File: src/rtl/trans_sched_if.sv
// Requester/packer bus for trans_sched: two framed requesters in, one beat stream out.
interface trans_sched_if;
  logic       req0_valid;
  logic [7:0] req0_data;
  logic       req0_byt;
  logic       req0_last;
  logic       req0_ready;
  logic       req1_valid;
  logic [7:0] req1_data;
  logic       req1_byt;
  logic       req1_last;
  logic       req1_ready;
  logic       start;
  logic       byt;
  logic [7:0] data_out;
  logic [1:0] grant;
  logic       err_pad;
  logic       err_timeout;

  modport master (
    output req0_valid, req0_data, req0_byt, req0_last,
    output req1_valid, req1_data, req1_byt, req1_last,
    input  req0_ready, req1_ready,
    input  start, byt, data_out, grant, err_pad, err_timeout
  );

  modport slave (
    input  req0_valid, req0_data, req0_byt, req0_last,
    input  req1_valid, req1_data, req1_byt, req1_last,
    output req0_ready, req1_ready,
    output start, byt, data_out, grant, err_pad, err_timeout
  );
endinterface

File: src/rtl/trans_sched.sv
// Two-requester frame scheduler: round-robin per frame, forwards byte/nibble beats,
// pads odd-nibble frames to a byte boundary and aborts frames that stall too long.
module trans_sched #(
  parameter int unsigned TIMEOUT = 15
) (
  input  logic         clk,
  input  logic         reset_n,
  trans_sched_if.slave bus
);

  localparam int unsigned DW = 8;
  localparam int unsigned SW = 8;

  typedef enum logic [1:0] {IDLE, PASS, PAD} state_t;

  state_t          state_q, state_d;
  logic [1:0]      grant_q, grant_d;
  logic            last_grant_q, last_grant_d;
  logic            half_q, half_d;
  logic [SW-1:0]   stall_q, stall_d;
  logic            start_q, start_d;
  logic            byt_q, byt_d;
  logic [DW-1:0]   data_q, data_d;
  logic            err_pad_q, err_pad_d;
  logic            err_timeout_q, err_timeout_d;

  logic            sel_valid;
  logic [DW-1:0]   sel_data;
  logic            sel_byt;
  logic            sel_last;
  logic            accept;

  // Granted requester's beat; the other requester is never looked at.
  assign sel_valid = grant_q[0] ? bus.req0_valid : (grant_q[1] & bus.req1_valid);
  assign sel_data  = grant_q[0] ? bus.req0_data  : bus.req1_data;
  assign sel_byt   = grant_q[0] ? bus.req0_byt   : bus.req1_byt;
  assign sel_last  = grant_q[0] ? bus.req0_last  : bus.req1_last;
  assign accept    = (state_q == PASS) && sel_valid;

  assign bus.req0_ready  = (state_q == PASS) && grant_q[0];
  assign bus.req1_ready  = (state_q == PASS) && grant_q[1];
  assign bus.start       = start_q;
  assign bus.byt         = byt_q;
  assign bus.data_out    = data_q;
  assign bus.grant       = grant_q;
  assign bus.err_pad     = err_pad_q;
  assign bus.err_timeout = err_timeout_q;

  always_comb begin
    logic            pick1;
    logic            half_nx;
    logic [SW-1:0]   stall_inc;
    state_d       = state_q;
    grant_d       = grant_q;
    last_grant_d  = last_grant_q;
    half_d        = half_q;
    stall_d       = stall_q;
    start_d       = 1'b0;
    byt_d         = 1'b0;
    data_d        = '0;
    err_pad_d     = 1'b0;
    err_timeout_d = 1'b0;
    pick1         = 1'b0;
    half_nx       = half_q;
    stall_inc     = stall_q;

    unique case (state_q)
      IDLE: begin
        if (bus.req0_valid || bus.req1_valid) begin
          pick1        = bus.req1_valid && (!bus.req0_valid || !last_grant_q);
          state_d      = PASS;
          grant_d      = pick1 ? 2'b10 : 2'b01;
          last_grant_d = pick1;
          stall_d      = '0;
        end
      end
      PASS: begin
        if (accept) begin
          half_nx = half_q ^ ~sel_byt;
          start_d = 1'b1;
          byt_d   = sel_byt;
          data_d  = sel_byt ? sel_data : {4'h0, sel_data[3:0]};
          half_d  = half_nx;
          stall_d = '0;
          if (sel_last) begin
            grant_d = 2'b00;
            if (half_nx) begin
              state_d   = PAD;
              err_pad_d = 1'b1;
            end else begin
              state_d = IDLE;
            end
          end
        end else begin
          stall_inc = (stall_q == {SW{1'b1}}) ? stall_q : stall_q + SW'(1);
          stall_d   = stall_inc;
          // Abort: the frame is dropped, an odd nibble count still gets its pad.
          if (stall_inc >= SW'(TIMEOUT)) begin
            err_timeout_d = 1'b1;
            grant_d       = 2'b00;
            stall_d       = '0;
            if (half_q) begin
              state_d   = PAD;
              err_pad_d = 1'b1;
            end else begin
              state_d = IDLE;
            end
          end
        end
      end
      PAD: begin
        start_d = 1'b1;
        half_d  = 1'b0;
        state_d = IDLE;
      end
      default: begin
        state_d = IDLE;
        grant_d = 2'b00;
      end
    endcase
  end

  always_ff @(posedge clk or negedge reset_n) begin
    if (!reset_n) begin
      state_q       <= IDLE;
      grant_q       <= 2'b00;
      last_grant_q  <= 1'b1;
      half_q        <= 1'b0;
      stall_q       <= '0;
      start_q       <= 1'b0;
      byt_q         <= 1'b0;
      data_q        <= '0;
      err_pad_q     <= 1'b0;
      err_timeout_q <= 1'b0;
    end else begin
      state_q       <= state_d;
      grant_q       <= grant_d;
      last_grant_q  <= last_grant_d;
      half_q        <= half_d;
      stall_q       <= stall_d;
      start_q       <= start_d;
      byt_q         <= byt_d;
      data_q        <= data_d;
      err_pad_q     <= err_pad_d;
      err_timeout_q <= err_timeout_d;
    end
  end

endmodule

File: src/flat_wrapper.sv
// flat-port wrapper written by rule: the top's interface ports become plain ports
module trans_sched_flat 
#(
  parameter int unsigned TIMEOUT = 15
)
  (clk, reset_n, bus_req0_valid, bus_req0_data, bus_req0_byt, bus_req0_last, bus_req1_valid, bus_req1_data, bus_req1_byt, bus_req1_last, bus_req0_ready, bus_req1_ready, bus_start, bus_byt, bus_data_out, bus_grant, bus_err_pad, bus_err_timeout);
  trans_sched_if bus_i ();
  input  logic clk;
  input  logic reset_n;
  input wire logic [$bits(bus_i.req0_valid)-1:0] bus_req0_valid;
  input wire logic [$bits(bus_i.req0_data)-1:0] bus_req0_data;
  input wire logic [$bits(bus_i.req0_byt)-1:0] bus_req0_byt;
  input wire logic [$bits(bus_i.req0_last)-1:0] bus_req0_last;
  input wire logic [$bits(bus_i.req1_valid)-1:0] bus_req1_valid;
  input wire logic [$bits(bus_i.req1_data)-1:0] bus_req1_data;
  input wire logic [$bits(bus_i.req1_byt)-1:0] bus_req1_byt;
  input wire logic [$bits(bus_i.req1_last)-1:0] bus_req1_last;
  output wire logic [$bits(bus_i.req0_ready)-1:0] bus_req0_ready;
  output wire logic [$bits(bus_i.req1_ready)-1:0] bus_req1_ready;
  output wire logic [$bits(bus_i.start)-1:0] bus_start;
  output wire logic [$bits(bus_i.byt)-1:0] bus_byt;
  output wire logic [$bits(bus_i.data_out)-1:0] bus_data_out;
  output wire logic [$bits(bus_i.grant)-1:0] bus_grant;
  output wire logic [$bits(bus_i.err_pad)-1:0] bus_err_pad;
  output wire logic [$bits(bus_i.err_timeout)-1:0] bus_err_timeout;
  assign bus_i.req0_valid = bus_req0_valid;
  assign bus_i.req0_data = bus_req0_data;
  assign bus_i.req0_byt = bus_req0_byt;
  assign bus_i.req0_last = bus_req0_last;
  assign bus_i.req1_valid = bus_req1_valid;
  assign bus_i.req1_data = bus_req1_data;
  assign bus_i.req1_byt = bus_req1_byt;
  assign bus_i.req1_last = bus_req1_last;
  assign bus_req0_ready = bus_i.req0_ready;
  assign bus_req1_ready = bus_i.req1_ready;
  assign bus_start = bus_i.start;
  assign bus_byt = bus_i.byt;
  assign bus_data_out = bus_i.data_out;
  assign bus_grant = bus_i.grant;
  assign bus_err_pad = bus_i.err_pad;
  assign bus_err_timeout = bus_i.err_timeout;
  trans_sched #(.TIMEOUT(TIMEOUT)) u_core (.clk(clk), .reset_n(reset_n), .bus(bus_i));
endmodule
File: config.mk
export PLATFORM = sky130hd
export DESIGN_NAME = trans_sched_flat
export DESIGN_NICKNAME = d
export VERILOG_FILES = /design/src/rtl/trans_sched_if.sv /design/src/rtl/trans_sched.sv /design/src/flat_wrapper.sv
export SDC_FILE = /design/constraint.sdc
export NUM_CORES = 1
export LEC_CHECK = 0
export ABC_AREA = 1
export CAP_MARGIN = 20
export CELL_PAD_IN_SITES_DETAIL_PLACEMENT = 0
export CELL_PAD_IN_SITES_GLOBAL_PLACEMENT = 1
export CORE_ASPECT_RATIO = 1.75
export CORE_MARGIN = 10
export CORE_UTILIZATION = 38
export CTS_BUF_LIST = sky130_fd_sc_hd__clkbuf_8
export CTS_CLUSTER_SIZE = 24
export DETAILED_ROUTE_END_ITERATION = 10
export HOLD_SLACK_MARGIN = 0.06
export PLACE_DENSITY = 0.91
export SYNTH_ARGS = -nofsm -noshare
export SYNTH_HDL_FRONTEND = slang
export SYNTH_SLANG_ARGS = --single-unit
File: constraint.sdc
create_clock -name clk -period 5.8 [get_ports clk]
set_clock_uncertainty 0.2 [all_clocks]
set_input_delay 1.45 -clock clk [delete_from_list [all_inputs] [get_ports clk]]
set_output_delay 1.45 -clock clk [all_outputs]
set_load 0.01 [all_outputs]
* Word level (Yosys, flattened, before mapping)
Index checks and enable logic that the tools add are counted.
** Word-level totals
- Input bits :: 24
- Register bits after elaboration :: 26
** Operators by class
- Multiplexer cells :: 40
- Reduce and logical (&&, ||, !) cells :: 16
- Add/sub/neg operators :: 1
- Equal/unequal tests :: 7
- Magnitude comparators :: 1
- Bitwise operators :: 4
** Operator list (number)
- $mux W8 :: 8
- $mux W2 :: 11
- $mux W1 :: 16
- $pmux W8 S2 :: 1
- $add A8 B1 Y8 const B :: 1
- $eq A8 B8 Y1 const B :: 1
- $ge A8 B4 Y1 const B :: 1
- $ne A3 B2 Y1 const B :: 2
- $pmux W2 S3 :: 1
- $reduce_and A2 Y1 :: 3
- $logic_and A1 B1 Y1 :: 4
- $ne A2 B1 Y1 const B :: 2
- $pmux W1 S2 :: 2
- $pmux W2 S2 :: 1
- $reduce_and A4 Y1 :: 1
- $reduce_bool A2 Y1 :: 2
- $reduce_and A3 Y1 :: 1
- $eq A2 B1 Y1 const B :: 1
- $eq A2 B2 Y1 const B :: 1
- $logic_not A1 Y1 :: 2
- $logic_not A2 Y1 :: 1
- $logic_or A1 B1 Y1 :: 2
- $not A1 Y1 :: 2
- $and A1 B1 Y1 :: 1
- $xor A1 B1 Y1 :: 1

* Logic depth before layout (Yosys ltp)
Gate-level depths: netlist of the first run.
- Depth after elaboration :: 7
- Depth in mapped cells :: 12

* Least setup slack after synthesis of the first run
OpenSTA, ideal clock, no wires.
- Path type :: input to register
- From :: in bus_req0_valid
- To :: reg u_core.grant_q[1], in the netlist u_core.bus.grant[1]
- Data arrival time :: 2.376 ns
- Data required time :: 5.483 ns
- Buffers on the path :: 0
- Cell stages on the path :: 10
- Setup slack :: 3.107 ns
- Path through :: inv_1 nand2_1 nand3_2 inv_2 nand3_1 inv_1 a31oi_2 nand3_2 nand2_1 nand2_1
** Between the ends
- Cells in the longest elaborated chain, start to end :: 6
- Elaborated cells on any way between the ends :: 14
- Classes of those cells :: eq/ne (3); mux (5); reduce/logical (6)
** RTL lines
- from (decl) :: line flat_wrapper.sv:10 : input wire logic [$bits(bus_i.req0_valid)-1:0] bus_req0_valid;
- $logic_not A1 Y1 :: line trans_sched.sv:70 : pick1 = bus.req1_valid && (!bus.req0_valid || !last_grant_q);
- $logic_or A1 B1 Y1 :: line trans_sched.sv:70
- $logic_and A1 B1 Y1 :: line trans_sched.sv:70
- $mux W2 :: line trans_sched.sv:72 : grant_d = pick1 ? 2'b10 : 2'b01;
- $mux W2 :: line trans_sched.sv:69 : if (bus.req0_valid || bus.req1_valid) begin
- $pmux W2 S3 :: line trans_sched.sv:67 : unique case (state_q)
- to (signal assigned) :: line trans_sched.sv:137 : grant_q <= grant_d;
- to (decl) :: line trans_sched.sv:17 : logic [1:0] grant_q, grant_d;
Several ways; a longest one is shown, not always the timed one. The select of a mux whose other input is x is not followed.
A chain may end at the register's enable or synchronous reset.

* Worst setup path in the final report of the first run
- From :: reg u_core.state_q[1]
- To :: out bus_req0_ready
** Between the ends
- Cells in the longest elaborated chain, start to end :: 2
** RTL lines
- from (decl) :: line trans_sched.sv:16 : state_t state_q, state_d;
- from (signal assigned) :: line trans_sched.sv:136 : state_q <= state_d;
- $eq A2 B1 Y1 :: line trans_sched.sv:40 : assign bus.req0_ready = (state_q == PASS) && grant_q[0];
- $logic_and A1 B1 Y1 :: line trans_sched.sv:40
- to (decl) :: line flat_wrapper.sv:18 : output wire logic [$bits(bus_i.req0_ready)-1:0] bus_req0_ready;
Every way passes these cells.

==> metrics.cfg, run 1 <==
[layout]
antenna_cells = 0
drive_above_1_share = 0.0983
fillCellCount = 409
nNetsFinal = 264
mostFrequentLayoutCell = nand2_1
fin_cells = 282
final_cell_mix = nand2_1 (61), clkdlybuf4s50_1 (39), inv_1 (29)
syn_to_final_growth_pct = 34.0

[power]
p_int_w = 0.000445
peakVddDrop_uv = 212
pwr-share-seq = 0.353
pwr-share-clk = 0.206
pwr-share-comb = 0.440
power_density_mw_per_mm2 = 359
leakagePower_nw = 0.995
sw_frac_of_total = 0.383
power.switching_w = 0.000276

[synth]
yosysSeqAreaShare = 0.435
synthArstFlopShare = 1.00
synth.ff_latch_count = 26
synth_edf_count = 0
synthCells = 193
synth.avg_cell_area_sq_um = 7.77
synth_nets = 222
synth_flop_cell = dfrtp_1
netlist_area_sq_mm = 0.00150
yosysUniqueCellTypes = 29
yosysWarnings = 0

[clock_network]
clock_path_buffers = 2
htreeDepth = 1
cts_made_buffers = 3
path_clk_slew_ns = 0.08
post-cts-setup-buffer-count = 0
cts_sinks = 26
cts-root-buf = clkbuf_8
cts_tree = yes
cts_resized = 0
clk_latency_ns = 0.27
ctsHoldBuffers = 0

[worst_setup_path]
critPathMaxFanout = 5
r2r_end = u_core.bus.grant[1]
startpoint_type = register
worstSetupPathType = register to primary output
reg2regPathDepth = 10
critPathArrivalTime_ns = 1.74
cp.required_ns = 4.15
endpoint_kind = primary output
rr_startpoint = u_core.bus.grant[0]
r2r_slack_ns = 3.53

[min_path]
min_path_cells = 2
min_path_type = register to register
worstHoldEndpoint = u_core.last_grant_q
min-delay-start = u_core.last_grant_q

[timing]
finalHoldViolCount = 0
rsz0062_at_grt = false
slew_headroom = 0.461
worst_pin_slew_ns = 0.806
fin_setup_tns_ns = 0
setup_viol = 0
fin_crit_ns = 3.39
fmax_mhz = 295
finalMaxSlewViolations = 0
finalCritPeriodShare = 0.585

[run]
drv_cap = 0

[drt]
routed_wl_microns = 3730
vias_per_cell = 4.74
drc = 0
wl_per_cell_microns = 13.2
vias = 1338
drt-initial-drc-count = 56
final_antenna_net_count = 0
firstDrtPassIters = 4

[floorplanning]
core-area_sq_mm = 0.00383
die_area_sq_mm = 0.00696
die_y_microns = 103
initial_core_util = 0.392
row_count = 30
ios = 40
die-width_microns = 67.5

[grt]
grt_pass1_vias = 1478
overflow = 0
grt_usage = 0.124
grt_max_degree = 27
grt_pass1_wl_microns = 6730
antenna_found_initial = 0

[outcome]
status = completed

[placed_design]
portBuffers = 39
gp_congestion = 0.761
dp.cells = 278
dp_hpwl_microns = 3080

## through the flow
stage | setup slack (ns) | area (sq um) | util | power, W | hold slack [ns]
final | 2.41 | 2010 | 0.525 | 0.000721 | 0.282
after global routing | 2.26 | 2010 | 0.525 | 0.000792 | 0.326
after detailed placement | 2.47 | 1940 | 0.506 | 0.000580 | 0.282
after global placement | 2.50 | 1940 | 0.506 | 0.000577 | 0.274
after floorplan | 3.11 | 1500 | - | 0.000471 | 0.261
after CTS | 2.39 | 2010 | 0.525 | 0.000733 | 0.290
## Yosys cell counts (3+ instances only)
cell	count	area share
ha_1	5	0.042
a21oi_1	12	0.040
inv_1	29	0.073
o21ai_0	3	0.010
o22ai_1	4	0.017
nor2_1	11	0.028
dfrtp_1	25	0.42
nor2_2	4	0.017
nand4_1	3	0.013
nand3_1	13	0.043
nand2_1	61	0.15
## power by group through the flow
| stage | Sequential [W] | Combinational, W | Clock [W] |
|---|---|---|---|
| floorplan | 0.000255 | 0.000216 | 0 |
| global placement | 0.000259 | 0.000318 | 0 |
| detailed placement | 0.000259 | 0.000321 | 0 |
| CTS | 0.000256 | 0.000324 | 0.000154 |
| global route | 0.000262 | 0.000368 | 0.000161 |
| finish | 0.000255 | 0.000318 | 0.000149 |
## how the worst max path moves through the flow
stage                            from                  end  slack (ns)  cells after the start
floorplan              bus_req0_valid  u_core.bus.grant[1]        3.11                     10
global placement       bus_req0_valid  u_core.bus.grant[0]        2.50                     11
CTS                 u_core.state_q[1]       bus_req0_ready        2.39                      5
finish              u_core.state_q[1]       bus_req0_ready        2.41                      5
detailed placement     bus_req0_valid  u_core.bus.grant[1]        2.47                     11
global route        u_core.state_q[1]       bus_req0_ready        2.26                      5
## metal layers
layer / vias up / wire [microns] / global-route usage
met1: 607 / 1210 / 0.113
li1: 685 / - / -
met2: 39 / 2080 / 0.228
met4: 0 / 76 / 0.0508
met5: - / 0 / 0
met3: 7 / 360 / 0.0544
## state kept, by name, summed over array words and instances, names as in the netlist
register / count
u_core.bus.byt: 1
u_core.bus.data_out: 8
u_core.bus.err_pad: 1
u_core.bus.err_timeout: 1
u_core.bus.grant: 2
u_core.bus.start: 1
u_core.half_q: 1
u_core.last_grant_q: 1
u_core.stall_q: 8
u_core.state_q: 2
## layout make-up
cell class / count / area [sq um] / area share
Timing Repair Buffer: 40 / 398 / 0.198
Tap cell: 48 / 60.1 / 0.0299
Multi-Input combinational cell: 134 / 714 / 0.356
Clock inverter: 1 / 30.0 / 0.0150
Inverter: 30 / 113 / 0.0561
Sequential cell: 26 / 652 / 0.325
Clock buffer: 3 / 41.3 / 0.0206
## logic make-up (layout without fill, tap and decap cells)
logic type | after synthesis | count (layout) | share of synthesized area
adders and majority gates | 5 | 5 | 0.0417
xor gates and xnor gates | 2 | 2 | 0.0117
and+or+nand+nor | 104 | 104 | 0.332
AOI/OAI and AO/OA | 23 | 23 | 0.0910
buffers and inverters | 33 | 74 | 0.0885
DFF | 26 | 26 | 0.435
## worst max-delay path, cell delays in order (launching register included)
cell,delay [ns]
dfrtp_1,0.41
inv_1,0.11
ha_1,0.27
nand2_1,0.08
inv_1,0.07
clkdlybuf4s50_1,0.54
Power figures use the tool's default switching activity.
==> run 2, diff against run 1 <==
CORE_UTILIZATION = 36   (was 38)
PLACE_DENSITY = 0.87   (was 0.91)
clock period = 3.3 ns   (was 5.8 ns; I/O delays follow)
==> run 2 against run 1 <==
Sequential share of layout area increased by 0.24 points. Critical path type unchanged. Highest routed layer unchanged. Sequential power increased by 76%. Core utilization shrank 3.5 points. Combinational power grew 75%. Clock-buffer cell count rose by 1. Wire length is 0.21% higher.
==> metrics.cfg, run 2 (synthesis results as in run 1) <==
[worst_setup_path]
r2r_end = u_core.bus.grant[0]  ; was u_core.bus.grant[1]
cp_slowest_cell = clkdlybuf4s50_1  ; unchanged
critPathTopFamily = buffers and inverters  ; unchanged
reg2regPathDepth = 10  ; unchanged
worstSetupPathType = register to primary output  ; unchanged
endpoint_kind = primary output  ; unchanged
critPathMaxFanout = 5  ; unchanged
startpoint_type = register  ; unchanged
critPathArrivalTime_ns = 1.79  ; was 1.74 ns
rr_startpoint = u_core.bus.grant[0]  ; unchanged
cp.required_ns = 2.27  ; was 4.15 ns
cp_common_cell = inv_1  ; unchanged
cp_num_cells = 5  ; unchanged
r2r_slack_ns = 1.02  ; was 3.53 ns
max_stage_delay_ns = 0.55  ; was 0.54 ns
critPathBufInv = 3  ; unchanged
crit_start = u_core.state_q[1]  ; unchanged
crit_chain = inv_1 > ha_1 > nand2_1 > inv_1 > clkdlybuf4s50_1  ; unchanged

[power]
p_int_w = 0.000727  ; was 0.000445 W
leakagePower_nw = 0.988  ; was 0.995 nW
power_density_mw_per_mm2 = 612  ; was 359 mW/mm^2
sw_frac_of_total = 0.404  ; was 0.383
power.switching_w = 0.000493  ; was 0.000276 W
pwr-share-comb = 0.456  ; was 0.440
pwr-share-seq = 0.368  ; was 0.353
pwr-share-clk = 0.175  ; was 0.206
peakVddDrop_uv = 426  ; was 212 uV

[min_path]
min-delay-start = u_core.last_grant_q  ; unchanged
worstHoldEndpoint = u_core.last_grant_q  ; unchanged
min_path_type = register to register  ; unchanged
min_path_cells = 2  ; unchanged

[timing]
worst_pin_slew_ns = 0.806  ; about the same
fmax_mhz = 355
setup_viol = 0  ; unchanged
fin_setup_tns_ns = 0  ; unchanged
timing.hold.ws_ns = 0.291  ; was 0.282 ns
finalCritPeriodShare = 0.852
rsz0062_at_grt = false  ; unchanged
fin_crit_ns = 2.81
slew_headroom = 0.462  ; was 0.461
finalHoldViolCount = 0  ; unchanged
finalMaxSlewViolations = 0  ; unchanged

[drt]
vias = 1329  ; was 1338
firstDrtPassIters = 4  ; unchanged
wl_per_cell_microns = 13.2  ; about the same
drc = 0  ; unchanged
routed_wl_microns = 3740  ; was 3730 microns
final_antenna_net_count = 0  ; unchanged
vias_per_cell = 4.70  ; was 4.74
drt-initial-drc-count = 56  ; unchanged

[grt]
grt_max_degree = 27  ; unchanged
grt_pass1_wl_microns = 6380  ; was 6730 microns
grt_pass1_vias = 1437  ; was 1478
antenna_found_initial = 0  ; unchanged
overflow = 0  ; unchanged
grt_usage = 0.111  ; was 0.124

[layout]
syn_to_final_growth_pct = 33.0  ; was 34.0%
nNetsFinal = 264  ; unchanged
mostFrequentLayoutCell = nand2_1  ; unchanged
multi_input_area_sq_um = 714  ; unchanged
drive_above_1_share = 0.0983  ; unchanged
antenna_cells = 0  ; unchanged
fillCellCount = 438  ; was 409
regArea_sq_um = 652  ; unchanged
final_cell_mix = nand2_1 (61), clkdlybuf4s50_1 (39), inv_1 (29)  ; unchanged

[outcome]
status = completed  ; unchanged

[clock_network]
cts_made_buffers = 3  ; unchanged
ctsHoldBuffers = 0  ; unchanged
cts_tree = yes  ; unchanged
post-cts-setup-buffer-count = 0  ; unchanged
cts_sinks = 26  ; unchanged
clk_latency_ns = 0.28  ; was 0.27 ns
cts_resized = 0  ; unchanged
cts-root-buf = clkbuf_8  ; unchanged
clock_path_buffers = 2  ; unchanged
htreeDepth = 1  ; unchanged
path_clk_slew_ns = 0.09  ; was 0.08 ns

[placed_design]
gp_congestion = 0.720  ; was 0.761
dp_hpwl_microns = 3070  ; was 3080 microns
portBuffers = 39  ; unchanged

[floorplanning]
die_area_sq_mm = 0.00725  ; was 0.00696 sq mm
initial_core_util = 0.368  ; was 0.392
core-area_sq_mm = 0.00407  ; was 0.00383 sq mm
row_count = 31  ; was 30
ios = 40  ; unchanged
die-width_microns = 68.8  ; was 67.5 microns
die_y_microns = 105  ; was 103 microns

[run]
drv_cap = 0  ; unchanged

==> run 2: cell count changes in the layout (fill, tap and decap cells not counted) <==
cell,change
bufinv_16,-1
clkbuf_8,+1
==> run 2: per-layer routing <==
metal  up-vias  GRT usage  wire length [microns]
met5         -          0                      0
met3         4     0.0488                    333
li1        687          -                      -
met4         0     0.0467                     53
met1       600     0.0997                   1250
met2        38      0.203                   2090
==> run 2: how the worst max path moves through the flow <==
stage	slack [ns]	end
2_1_floorplan	1.23	u_core.bus.grant[1]
3_3_place_gp	0.61	u_core.bus.grant[0]
3_5_place_dp	0.58	u_core.bus.grant[1]
4_1_cts	0.47	bus_req0_ready
5_1_grt	0.39	bus_req0_ready
6_report	0.49	bus_req0_ready
==> run 2: through the flow <==
stage | power [W] | instance area [sq um] | setup slack [ns] | util | cells
3_3_place_gp | 0.00101 | 1940 | 0.614 | 0.476 | 279
6_report | 0.00122 | 1990 | 0.487 | 0.489 | 283
4_1_cts | 0.00124 | 1990 | 0.472 | 0.489 | 283
5_1_grt | 0.00132 | 1990 | 0.390 | 0.489 | 283
3_5_place_dp | 0.00102 | 1940 | 0.577 | 0.476 | 279
2_1_floorplan | 0.000827 | 1500 | 1.23 | - | 193
==> run 2: tightest hold or removal path: stages, from the launching register on <==
cell     delay (ns)
dfstp_2        0.38
inv_1          0.04
o21ai_0        0.07
==> run 2: power by group through the flow <==
| stage | clock, W | sequential [W] | combinational, W |
|---|---|---|---|
| finish | 0.000214 | 0.000449 | 0.000557 |
| CTS | 0.000220 | 0.000451 | 0.000568 |
| floorplan | 0 | 0.000448 | 0.000380 |
| global route | 0.000232 | 0.000460 | 0.000626 |
| global placement | 0 | 0.000455 | 0.000560 |
| detailed placement | 0 | 0.000456 | 0.000565 |
==> run 2: cell type report <==
cell class / instances / area share
multi-input combinational: 134 / 0.358
tap: 49 / 0.0308
sequential: 26 / 0.327
timing repair buffer: 40 / 0.200
clock buffer: 4 / 0.0276
inverter: 30 / 0.0565
==> run 3, diff against run 2 <==
clock period = 3 ns   (was 3.3 ns; I/O delays follow)
==> run 3 against run 2 <==
Clock power up 6%. Final cell count is the same. Sequential share of layout area is the same. Cell area unchanged. Combinational power grew 11%. Non-clock buffer count unchanged. Flip-flop and latch count unchanged. Critical endpoint unchanged. Register-to-register slack lost 0.28 ns. Power increased by 9.5%. Clock-buffer cell count unchanged. Wire length rose by 0.56%. Highest routed layer unchanged. Worst hold slack worse by 0.0013 ns.
==> metrics.cfg, run 3 (synthesis results as in run 1) <==
[timing]
rsz0062_at_grt = false  ; unchanged
finalWorstSetupSlack_ns = 0.275  ; was 0.487 ns
finalHoldViolCount = 0  ; unchanged
finalMaxSlewViolations = 0  ; unchanged
slew_headroom = 0.464  ; was 0.462
fin_setup_tns_ns = 0  ; unchanged
fmax_mhz = 367
timing.hold.ws_ns = 0.289  ; was 0.291 ns
setup_viol = 0  ; unchanged
worst_pin_slew_ns = 0.803  ; was 0.806 ns
finalCritPeriodShare = 0.908
fin_crit_ns = 2.73

[power]
leakagePower_nw = 0.988  ; unchanged
pwr-share-comb = 0.462  ; was 0.456
power_density_mw_per_mm2 = 670  ; was 612 mW/mm^2
peakVddDrop_uv = 409  ; was 426 uV
p_int_w = 0.000800  ; was 0.000727 W
sw_frac_of_total = 0.401  ; was 0.404
power.switching_w = 0.000536  ; was 0.000493 W
pwr-share-clk = 0.169  ; was 0.175
pwr-share-seq = 0.369  ; was 0.368

[layout]
syn_to_final_growth_pct = 33.0  ; unchanged
nNetsFinal = 264  ; unchanged
antenna_cells = 0  ; unchanged
fin_cells = 283  ; unchanged
drive_above_1_share = 0.0983  ; unchanged
final_cell_mix = nand2_1 (61), clkdlybuf4s50_1 (39), inv_1 (29)  ; unchanged
mostFrequentLayoutCell = nand2_1  ; unchanged

[worst_setup_path]
cp.required_ns = 2.05  ; was 2.27 ns
startpoint_type = register  ; unchanged
worstSetupPathType = register to primary output  ; unchanged
reg2regPathDepth = 10  ; unchanged
endpoint_kind = primary output  ; unchanged
critPathMaxFanout = 5  ; unchanged
critPathArrivalTime_ns = 1.78  ; was 1.79 ns

[drt]
drc = 0  ; unchanged
firstDrtPassIters = 4  ; unchanged
vias_per_cell = 4.72  ; was 4.70
vias = 1335  ; was 1329
routed_wl_microns = 3760  ; was 3740 microns
final_antenna_net_count = 0  ; unchanged
drt-initial-drc-count = 50  ; was 56
wl_per_cell_microns = 13.3  ; was 13.2 microns

[placed_design]
dp_slack_ns = 0.340  ; was 0.577 ns
portBuffers = 39  ; unchanged
gp_congestion = 0.717  ; was 0.720
dp.cells = 279  ; unchanged
dp_hpwl_microns = 3080  ; was 3070 microns

[floorplanning]
ios = 40  ; unchanged
core-area_sq_mm = 0.00407  ; unchanged
die_area_sq_mm = 0.00725  ; unchanged
initial_core_util = 0.368  ; unchanged
die-width_microns = 68.8  ; unchanged
row_count = 31  ; unchanged
die_y_microns = 105  ; unchanged

[clock_network]
cts_tree = yes  ; unchanged
cts-root-buf = clkbuf_8  ; unchanged
cts_sinks = 26  ; unchanged
cts_made_buffers = 3  ; unchanged
post-cts-setup-buffer-count = 0  ; unchanged
cts_resized = 0  ; unchanged
ctsHoldBuffers = 0  ; unchanged
clk_latency_ns = 0.27  ; was 0.28 ns
clock_path_buffers = 2  ; unchanged
path_clk_slew_ns = 0.09  ; about the same
htreeDepth = 1  ; unchanged

[min_path]
min_path_cells = 2  ; unchanged
min_path_type = register to register  ; unchanged

[outcome]
status = completed  ; unchanged

[run]
drv_cap = 0  ; unchanged

[grt]
antenna_found_initial = 0  ; unchanged
grt_max_degree = 27  ; unchanged
overflow = 0  ; unchanged
grt_pass1_wl_microns = 6430  ; was 6380 microns
grt_usage = 0.112  ; was 0.111
grt_pass1_vias = 1462  ; was 1437

==> run 3: area by class of cell <==
type,instances,area (sq um)
clock buffers,4,55.1
well taps,49,61.3
fillers,422,2080
repair buffers,40,398
multi-input cells,134,714
flip-flops and latches,26,652
inverters,30,113
==> run 3: power by group through the flow <==
stage / Sequential (W) / Clock (W) / Combinational, W
6_report: 0.000493 / 0.000226 / 0.000617
5_1_grt: 0.000505 / 0.000244 / 0.000697
4_1_cts: 0.000495 / 0.000232 / 0.000630
3_5_place_dp: 0.000499 / 0 / 0.000625
3_3_place_gp: 0.000501 / 0 / 0.000617
2_1_floorplan: 0.000492 / 0 / 0.000418
==> run 3: through the flow <==
step | power (W) | cell area, sq um | utilization
2_1_floorplan | 0.000910 | 1500 | -
3_3_place_gp | 0.00112 | 1940 | 0.476
3_5_place_dp | 0.00112 | 1940 | 0.476
4_1_cts | 0.00136 | 1990 | 0.489
5_1_grt | 0.00145 | 1990 | 0.489
6_report | 0.00134 | 1990 | 0.489
==> run 3: metal layers <==
| layer | global-route usage | routed length [microns] | up-vias |
|---|---|---|---|
| li1 | - | - | 685 |
| met1 | 0.103 | 1340 | 608 |
| met2 | 0.206 | 2060 | 37 |
| met3 | 0.0477 | 303 | 5 |
| met4 | 0.0340 | 49 | 0 |
| met5 | 0 | 0 | - |
==> run 3: final timing paths <==
| kind | end | slack [ns] | startpoint |
|---|---|---|---|
| max reg2reg | u_core.bus.grant[0] | 0.74 | u_core.bus.grant[0] |
| max in group asynchronous | u_core.last_grant_q | 1.65 | reset_n |
| min | u_core.last_grant_q | 0.29 | u_core.last_grant_q |
| min reg2reg | u_core.last_grant_q | 0.29 | u_core.last_grant_q |
| min in group asynchronous | u_core.bus.data_out[2] | 0.64 | reset_n |
| max | bus_req0_ready | 0.27 | u_core.state_q[1] |
==> run 3: worst max-delay path, stage by stage (launching register included) <==
cell,delay [ns]
dfrtp_1,0.41
inv_1,0.11
ha_1,0.29
nand2_1,0.08
inv_1,0.07
clkdlybuf4s50_1,0.54
